==> config.mk <==
export PLATFORM = sky130hd
export DESIGN_NAME = bus_write_sequencer
export DESIGN_NICKNAME = d
export VERILOG_FILES = /design/src/rtl/bus_write_sequencer.sv
export SDC_FILE = /design/constraint.sdc
export NUM_CORES = 1
export LEC_CHECK = 0
export CAP_MARGIN = 0
export CELL_PAD_IN_SITES_DETAIL_PLACEMENT = 0
export CELL_PAD_IN_SITES_GLOBAL_PLACEMENT = 1
export CORE_MARGIN = 2
export CORE_UTILIZATION = 33
export CTS_CLUSTER_SIZE = 28
export DETAILED_ROUTE_END_ITERATION = 8
export GPL_TIMING_DRIVEN = 1
export PLACE_DENSITY_LB_ADDON = 0.1
export REMOVE_ABC_BUFFERS = 1
export SETUP_SLACK_MARGIN = 0.02
export SLEW_MARGIN = 20
export SYNTH_ARGS = -nofsm -noshare
export SYNTH_HDL_FRONTEND = slang
export SYNTH_SLANG_ARGS = --single-unit
==> constraint.sdc <==
create_clock -name fclk -period 2.02 [get_ports fclk]
set_input_delay 0.202 -clock fclk [delete_from_list [all_inputs] [get_ports fclk]]
set_output_delay 0.202 -clock fclk [all_outputs]
set_load 0.02 [all_outputs]
==> src/rtl/bus_write_sequencer.sv <==
// bus_write_sequencer
//   Memory-write side of the 65c02 external data bus. Write requests
//   (address + byte) are queued in a small FIFO. Each one is then run as an
//   external write cycle: address setup with RWB high, a strobe with RWB low
//   and data driven (stretched by RDY wait states), and an optional data hold.
//
// Ports
//   fclk        in   system clock, rising edge
//   rst         in   asynchronous active-high reset
//   req_valid   in   write request present
//   req_ready   out  FIFO can accept (registered, = !full)
//   req_addr    in   [15:0] write address
//   req_data    in   [7:0]  write byte
//   rdy         in   external ready, 0 = wait state during strobe
//   addr_out    out  [15:0] external address bus
//   data_out    out  [7:0]  external data bus
//   data_oe     out  data bus output enable
//   rwb         out  1 = read/idle, 0 = write strobe
//   write_done  out  one-cycle pulse after a strobe completes
//   busy        out  state != IDLE or FIFO non-empty
//   dbg_state   out  [1:0] FSM state (0 IDLE, 1 SETUP, 2 STROBE, 3 HOLD)
//
// Handshake: a request is taken on a rising edge where req_valid=1 and
//   req_ready=1. req_ready comes from a register, so a pop never raises it
//   within the same cycle; the requester may hold req_valid and its payload
//   until it sees the transfer.

module bus_write_sequencer #(
   parameter int DEPTH        = 2,
   parameter int SETUP_CYCLES = 1,
   parameter int HOLD_CYCLES  = 1
) (
   input  logic        fclk,
   input  logic        rst,
   input  logic        req_valid,
   output logic        req_ready,
   input  logic [15:0] req_addr,
   input  logic [7:0]  req_data,
   input  logic        rdy,
   output logic [15:0] addr_out,
   output logic [7:0]  data_out,
   output logic        data_oe,
   output logic        rwb,
   output logic        write_done,
   output logic        busy,
   output logic [1:0]  dbg_state
);

   localparam int PW   = $clog2(DEPTH);
   localparam int MAXC = (SETUP_CYCLES > HOLD_CYCLES) ? SETUP_CYCLES : HOLD_CYCLES;
   localparam int CW   = $clog2(MAXC + 1);

   localparam logic [PW:0]   FULL_CNT   = (PW + 1)'(DEPTH);
   localparam logic [PW:0]   ONE_CNT    = (PW + 1)'(1);
   localparam logic [CW-1:0] SETUP_LOAD = CW'(SETUP_CYCLES - 1);
   localparam logic [CW-1:0] HOLD_LOAD  = CW'((HOLD_CYCLES > 0) ? HOLD_CYCLES - 1 : 0);

   typedef enum logic [1:0] {
      S_IDLE   = 2'd0,
      S_SETUP  = 2'd1,
      S_STROBE = 2'd2,
      S_HOLD   = 2'd3
   } state_t;

   // Request FIFO
   logic [15:0]   addr_mem_q [DEPTH];
   logic [7:0]    data_mem_q [DEPTH];
   logic [PW-1:0] wr_ptr_q;
   logic [PW-1:0] rd_ptr_q;
   logic [PW-1:0] rd_next;
   logic [PW:0]   count_q;
   logic [PW:0]   count_d;
   logic          ready_q;
   logic          push;
   logic          pop;

   // Sequencer
   state_t        state_q;
   logic [CW-1:0] cnt_q;
   logic [15:0]   addr_q;
   logic [7:0]    data_q;
   logic          oe_q;
   logic          rwb_q;
   logic          done_q;
   logic          busy_q;

   assign push    = req_valid & ready_q;
   // The strobe completes on the edge where rdy is seen high in STROBE.
   assign pop     = (state_q == S_STROBE) & rdy;
   assign rd_next = rd_ptr_q + 1'b1;

   always_comb begin
      count_d = count_q;
      case ({push, pop})
         2'b10:   count_d = count_q + 1'b1;
         2'b01:   count_d = count_q - 1'b1;
         default: count_d = count_q;
      endcase
   end

   always_ff @(posedge fclk or posedge rst) begin
      if (rst) begin
         wr_ptr_q <= '0;
         rd_ptr_q <= '0;
         count_q  <= '0;
         ready_q  <= 1'b1;
      end else begin
         if (push) wr_ptr_q <= wr_ptr_q + 1'b1;
         if (pop)  rd_ptr_q <= rd_next;
         count_q <= count_d;
         ready_q <= (count_d != FULL_CNT);
      end
   end

   // Storage needs no reset: entries are only read behind a valid count.
   always_ff @(posedge fclk) begin
      if (push) begin
         addr_mem_q[wr_ptr_q] <= req_addr;
         data_mem_q[wr_ptr_q] <= req_data;
      end
   end

   always_ff @(posedge fclk or posedge rst) begin
      if (rst) begin
         state_q <= S_IDLE;
         cnt_q   <= '0;
         addr_q  <= 16'h0000;
         data_q  <= 8'h00;
         oe_q    <= 1'b0;
         rwb_q   <= 1'b1;
         done_q  <= 1'b0;
         busy_q  <= 1'b0;
      end else begin
         done_q <= pop;
         case (state_q)
            S_IDLE: begin
               if (count_q != '0) begin
                  state_q <= S_SETUP;
                  cnt_q   <= SETUP_LOAD;
                  addr_q  <= addr_mem_q[rd_ptr_q];
                  data_q  <= data_mem_q[rd_ptr_q];
                  busy_q  <= 1'b1;
               end else begin
                  busy_q  <= (count_d != '0);
               end
            end
            S_SETUP: begin
               busy_q <= 1'b1;
               if (cnt_q == '0) begin
                  state_q <= S_STROBE;
                  rwb_q   <= 1'b0;
                  oe_q    <= 1'b1;
               end else begin
                  cnt_q   <= cnt_q - 1'b1;
               end
            end
            S_STROBE: begin
               busy_q <= 1'b1;
               if (rdy) begin
                  rwb_q <= 1'b1;
                  if (HOLD_CYCLES > 0) begin
                     state_q <= S_HOLD;
                     cnt_q   <= HOLD_LOAD;
                  end else begin
                     oe_q <= 1'b0;
                     // The head is being popped this edge, so the next
                     // request (if any) sits one slot further on. A request
                     // pushed on this same edge is picked up via IDLE.
                     if (count_q > ONE_CNT) begin
                        state_q <= S_SETUP;
                        cnt_q   <= SETUP_LOAD;
                        addr_q  <= addr_mem_q[rd_next];
                        data_q  <= data_mem_q[rd_next];
                     end else begin
                        state_q <= S_IDLE;
                        busy_q  <= (count_d != '0);
                     end
                  end
               end
            end
            S_HOLD: begin
               busy_q <= 1'b1;
               if (cnt_q == '0) begin
                  oe_q <= 1'b0;
                  if (count_q != '0) begin
                     state_q <= S_SETUP;
                     cnt_q   <= SETUP_LOAD;
                     addr_q  <= addr_mem_q[rd_ptr_q];
                     data_q  <= data_mem_q[rd_ptr_q];
                  end else begin
                     state_q <= S_IDLE;
                     busy_q  <= (count_d != '0);
                  end
               end else begin
                  cnt_q <= cnt_q - 1'b1;
               end
            end
            default: state_q <= S_IDLE;
         endcase
      end
   end

   assign req_ready  = ready_q;
   assign addr_out   = addr_q;
   assign data_out   = data_q;
   assign data_oe    = oe_q;
   assign rwb        = rwb_q;
   assign write_done = done_q;
   assign busy       = busy_q;
   assign dbg_state  = state_q;

endmodule
== Word-level counts from Yosys, hierarchy flattened ==
Memory sizes are Yosys's and may differ from the RTL's.
Cells that the tools add are included.
Storage, ports and cells
  bits in registers: 36
  RAM bits: 48
  input port bits: 28
  output and inout bits: 31
  logic and storage cells: 71
  memories: 2
Memory list
  addr_mem_q: words 2, width 16, read ports 1, clocked after Yosys merged registers in 0, write ports 1, line 66  | logic [15:0] addr_mem_q [DEPTH];
  data_mem_q: words 2, width 8, read ports 1, clocked after Yosys merged registers in 0, write ports 1, line 67  | logic [7:0] data_mem_q [DEPTH];
Operators by class
  add/subtract/negate cells: 5
  equal/unequal tests: 10
  multiplexer cells: 27
  bitwise operators: 2
  reductions and logical operators: 13
Operators with widths (number)
  16-bit two-way mux: 2
  16-bit case mux with 2 select lines: 1
  8-bit two-way mux: 2
  8-bit case mux with 2 select lines: 1
  1-bit two-way mux: 11
  2-bit inequality test (second input constant): 5
  2-bit nonzero test: 5
  2-bit two-way mux: 4
  2-bit case mux with 4 select lines: 1
  2-bit equality test (second input constant): 3
  1-bit case mux with 3 select lines: 2
  3-bit AND reduction: 2
  2-bit by 1-bit equality test with 1-bit output (second input constant): 2
  1-bit case mux with 2 select lines: 2
  2-bit case mux with 2 select lines: 1
  2-bit AND reduction: 2
  4-bit AND reduction: 1
  2-bit OR reduction: 2
  1-bit adder (second input constant): 2
  2-bit by 1-bit adder with 2-bit output (second input constant): 1
  1-bit bitwise AND: 2
  2-bit zero test: 1
  2-bit by 1-bit subtractor with 2-bit output (second input constant): 1
  1-bit subtractor (second input constant): 1

== Depth between registers and ports, before layout ==
  depth after elaboration: 8
  depth in mapped cells: 7
  depth with buffers taken out: 7

== Worst setup path before layout ==
OpenSTA, ideal clock, no wires.
  path type: register to register
  start: register ready_q (netlist: req_ready)
  end: memory addr_mem_q[0][0] (enable)
  library setup time: 0.405 ns
  data arrival time: 1.732 ns
  data required time: 1.615 ns
  path slack: -0.117 ns
  stages on the path, launching flop included: 3
  buffers on the path: 0
  clock period less this slack: 2.137 ns
  cells stage by stage: dfstp_2 > nand2_1 > nor2_1
On the way
  word-level cells in the longest chain between the ends: 3
RTL lines
  from (decl): line 73  | logic ready_q;
  from (signal assigned): line 111  | ready_q <= (count_d != FULL_CNT);
  1-bit bitwise AND: line 87  | assign push = req_valid & ready_q;
  1-bit two-way mux: line 117  | if (push) begin
  1-bit two-way mux (not written as such): line 118  | addr_mem_q[wr_ptr_q] <= req_addr;
  to (decl): line 66
Every way passes these cells.

== Worst setup path after layout ==
  start: register state_q[0] (netlist: dbg_state[0])
  end: register count_q[1]
On the way
  word-level cells in the longest chain between the ends: 4
  elaborated cells on any way between the ends: 5
  classes of those cells: eq/ne: 3; mux: 1; bitwise: 1
RTL lines
  from (decl): line 78  | state_t state_q;
  from (signal assigned): line 125  | state_q <= S_IDLE;
  from (signal assigned): line 138  | state_q <= S_SETUP;
  from (signal assigned): line 150  | state_q <= S_STROBE;
  2-bit equality test *: line 89  | assign pop = (state_q == S_STROBE) & rdy;
  1-bit bitwise AND *: line 89
  net pop: line 75  | logic pop;
  2-bit by 1-bit equality test with 1-bit output / 2-bit equality test (equally long branches): line 94  | case ({push, pop})
  2-bit case mux with 2 select lines *: line 94
  net count_d[1]: line 72  | logic [PW:0] count_d;
  to (signal assigned): line 110  | count_q <= count_d;
  to (decl): line 71  | logic [PW:0] count_q;
Mark *: on every way through the listed nets, which the timed path passes. The rest lies on a longest branch.
A chain may end at the register's enable or synchronous reset.

==> impl_results.md <==
- Status: finished, final reports clean
- Gate power share: 41.0%
- Via density: 4.28
- Post-cts resize count: 0
- Synth async-reset ratio: 42.2%
- Vias: 1750
- Filler Cells Inserted: 858
- Fin crit share: 85.0%
- H-tree depth: 3
- Slew @ Worst Pin: 485 ps
- Skew final: 12.2 ps
- Die ar.: 10400 µm²
- Total CTS buffers: 9
- Final Hold Vio Count: 0
- Slew headroom: 67.5%
- Final core utilization: 44.7%
- Slowest CP cell: dfrtp_1
- Nets: 309
- CTS tree: yes
- Post-CTS repair timing setup buffer count: 0
- Avg Cell Area, Syn: 15.3 µm²
- Pint: 4.38 mW
- I/O pins: 59
- CP required: 2280 ps
- RSZ-0062 raised after global routing: no
- Drc violations: 0
- Share of the synthesized area in the top cell type: 45.3%
- Max_cap viols: 0
- Static Leakage: 1.63 nW
- Worst vdd ir: 0.775 mV
- Net switching power: 2.36 mW
- Max-slew violations: 0
- Area delta synth->final: 30.5%
- Maximum clock insertion buffer count: 2
- Total track usage: 11.9%
- Max frequency: 0.582 GHz
- Port-buffer cells: 58
- Global-route wire length before repair: 9030 µm
- GP Congestion: 0.747
- Crit. Startpoint: dbg_state[0]
- Worst path max stage delay: 430 ps
- YS warnings: 0
- Worst setup SP type: flop
- ANT nets after route: 0
- CP dominant cell by count: ha_1
- Clock power frac: 18.5%
- Post-Syn Area: 3180 µm²
- GRT Residual Overflow: 0
- Reg2Reg Launch Point: dbg_state[0]
- Max Fanout on Critical Path: 5
- Layout cells sized above 1: 11.4%
- Crit Reg-Reg Endpoint: count_q[1]
- Top FF cell, synth: edfxtp_1
- Crit path to: count_q[1]
- Die Y: 102 µm
- Synth area leaders: edfxtp_1 (45%), dfrtp_1 (26%), mux2i_1 (7.9%), o21ai_0 (3.6%), nand2_1 (3.1%)
- Critical path type: flop to flop
- DIE WIDTH: 102 µm
- DR pass1 iterations: 4
- HP Class: input port to async pin
- Site Rows: 35
- Mean routed wirelength per cell: 13.8 µm
- Final min period: 1720 ps
- Number of cells on the worst reg-to-reg path: 6
- Pin count of the biggest net entering global routing: 49
- DP Wirelength: 3550 µm
- Synth cell types: 26
- Number of global-route vias before repair: 1789
- Antenna violations before repair: 0
- Clock transition at path regs: 80 ps
- Worst-path cell chain: inv_1, ha_1, and2_1, ha_1, nor2_1, xor2_1
- Syn Inst Count: 208
- Setup Viol. Count Final: 0
- Seq/Total Area, Yosys: 72.9%
- Placed insts: 392
- Core Area: 9280 µm²
- Reg2Reg Setup Slack: 300 ps
- Commonest non-fill, non-tap cells in the layout: clkdlybuf4s50_1 (58), edfxtp_1 (48), dfrtp_1 (32), nand2_1 (26), mux2i_1 (25)
- WHS: 120 ps
- Pwr Density: 1620 nW/µm²
- Ant. Diodes: 0
- Root Driver: clkbuf_8
- WL final: 5660 µm
- Clock latency on the worst-skew pair: 340 ps
- Reg power frac: 40.5%
- Critical path arrival: 1980 ps
- Non-filler instance count after layout: 409
- Initial DRC count: 62
- Clock net sink count: 83
- Seq cells post-synth: 83
- Total Power: 6.74 mW
- Switching Share: 35.0%
- Initial core utilization: 34.3%
- CP Capture Type: flop
- Post-synth EDFFs: 48
- Area leader, netlist: edfxtp_1
- CTS Hold Bufs: 0
- Commonest non-fill, non-tap cell in the layout: clkdlybuf4s50_1
==> sequential cells by signal (all words and copies together), names as in the netlist <==
signal and cells:
dbg_state 2, rd_ptr_q 1, req_ready 1, addr_mem_q 32
rwb 1, wr_ptr_q 1, busy 1, count_q 2
data_oe 1, data_out 8, data_mem_q 16, addr_out 16
write_done 1
==> worst min path at each step <==
stage                  from                to  slack (ps)  depth (start not counted)
2_1_floorplan   req_addr[0]  addr_mem_q[0][0]         300                          0
3_3_place_gp   addr_out[14]      addr_out[14]         460                          2
3_5_place_dp    addr_out[4]       addr_out[4]         470                          2
4_1_cts                 rst      addr_out[10]         120                          2
5_1_grt                 rst      addr_out[14]         130                          2
6_report                rst      addr_out[10]         120                          2
==> worst max-delay path: cells and delay by family, from the launching register on <==
family                     cells  cell delay [ps]
buffers and inverters          1              120
adders and majority gates      2              600
xor gates and xnor gates       1              140
and+or+nand+nor                2              350
DFF                            1              430
==> layer usage <==
layer  share of wire [%]  GRT usage, %
met2                  46          17.9
met5                   0             0
met4                 1.6          5.85
met1                  49          16.1
met3                 3.7          2.94
==> synth_stat cells (2+ instances only) <==
library cell and number:
o21ai_2 3, nand2_1 26, a21oi_1 2, inv_1 6, xnor2_1 3, edfxtp_1 48, buf_4 2, mux2i_1 25
dfstp_2 2, buf_6 4, nor2_1 10, o21ai_0 23, ha_1 6, buf_8 2, dfrtp_1 33, xor2_1 3
==> final cells by class <==
type / instances / area (µm²) / area share, %
clock buffers: 13 / 169 / 4.07
clock inverters: 3 / 46.3 / 1.11
inverters: 6 / 22.5 / 0.542
multi-input cells: 109 / 743 / 17.9
flip-flops and latches: 83 / 2320 / 55.9
well taps: 129 / 161 / 3.89
repair buffers: 66 / 691 / 16.6
==> stage by stage <==
stage | setup TNS, ps | instance area (µm²) | setup slack [ps]
final | 0 | 4150 | 303
after global routing | 0 | 4150 | 141
after CTS | 0 | 4130 | 250
after detailed placement | 0 | 3920 | 270
after global placement | 0 | 3920 | 285
after floorplan | -2800 | 3080 | -117
==> power groups by stage <==
stage	clock [mW]	combinational [mW]	sequential, mW
6_report	1.25	2.76	2.73
5_1_grt	1.35	3.09	2.80
4_1_cts	1.29	2.74	2.75
3_5_place_dp	0	2.74	2.78
3_3_place_gp	0	2.72	2.78
2_1_floorplan	0	1.16	3.16
==> logic make-up (layout without fill, tap and decap cells) <==
logic type      count (synthesis)  after routing  synth area share [%]
fa+ha+maj                       6              6                  2.36
compound gates                 32             32                  6.17
mux                            25             25                  7.86
flops                          83             83                  72.9
xor+xnor                        6              6                  1.65
simple gates                   40             40                  5.23
buf+inv                        16             88                  3.85
Note: power is estimated with default switching activity, not from simulation.
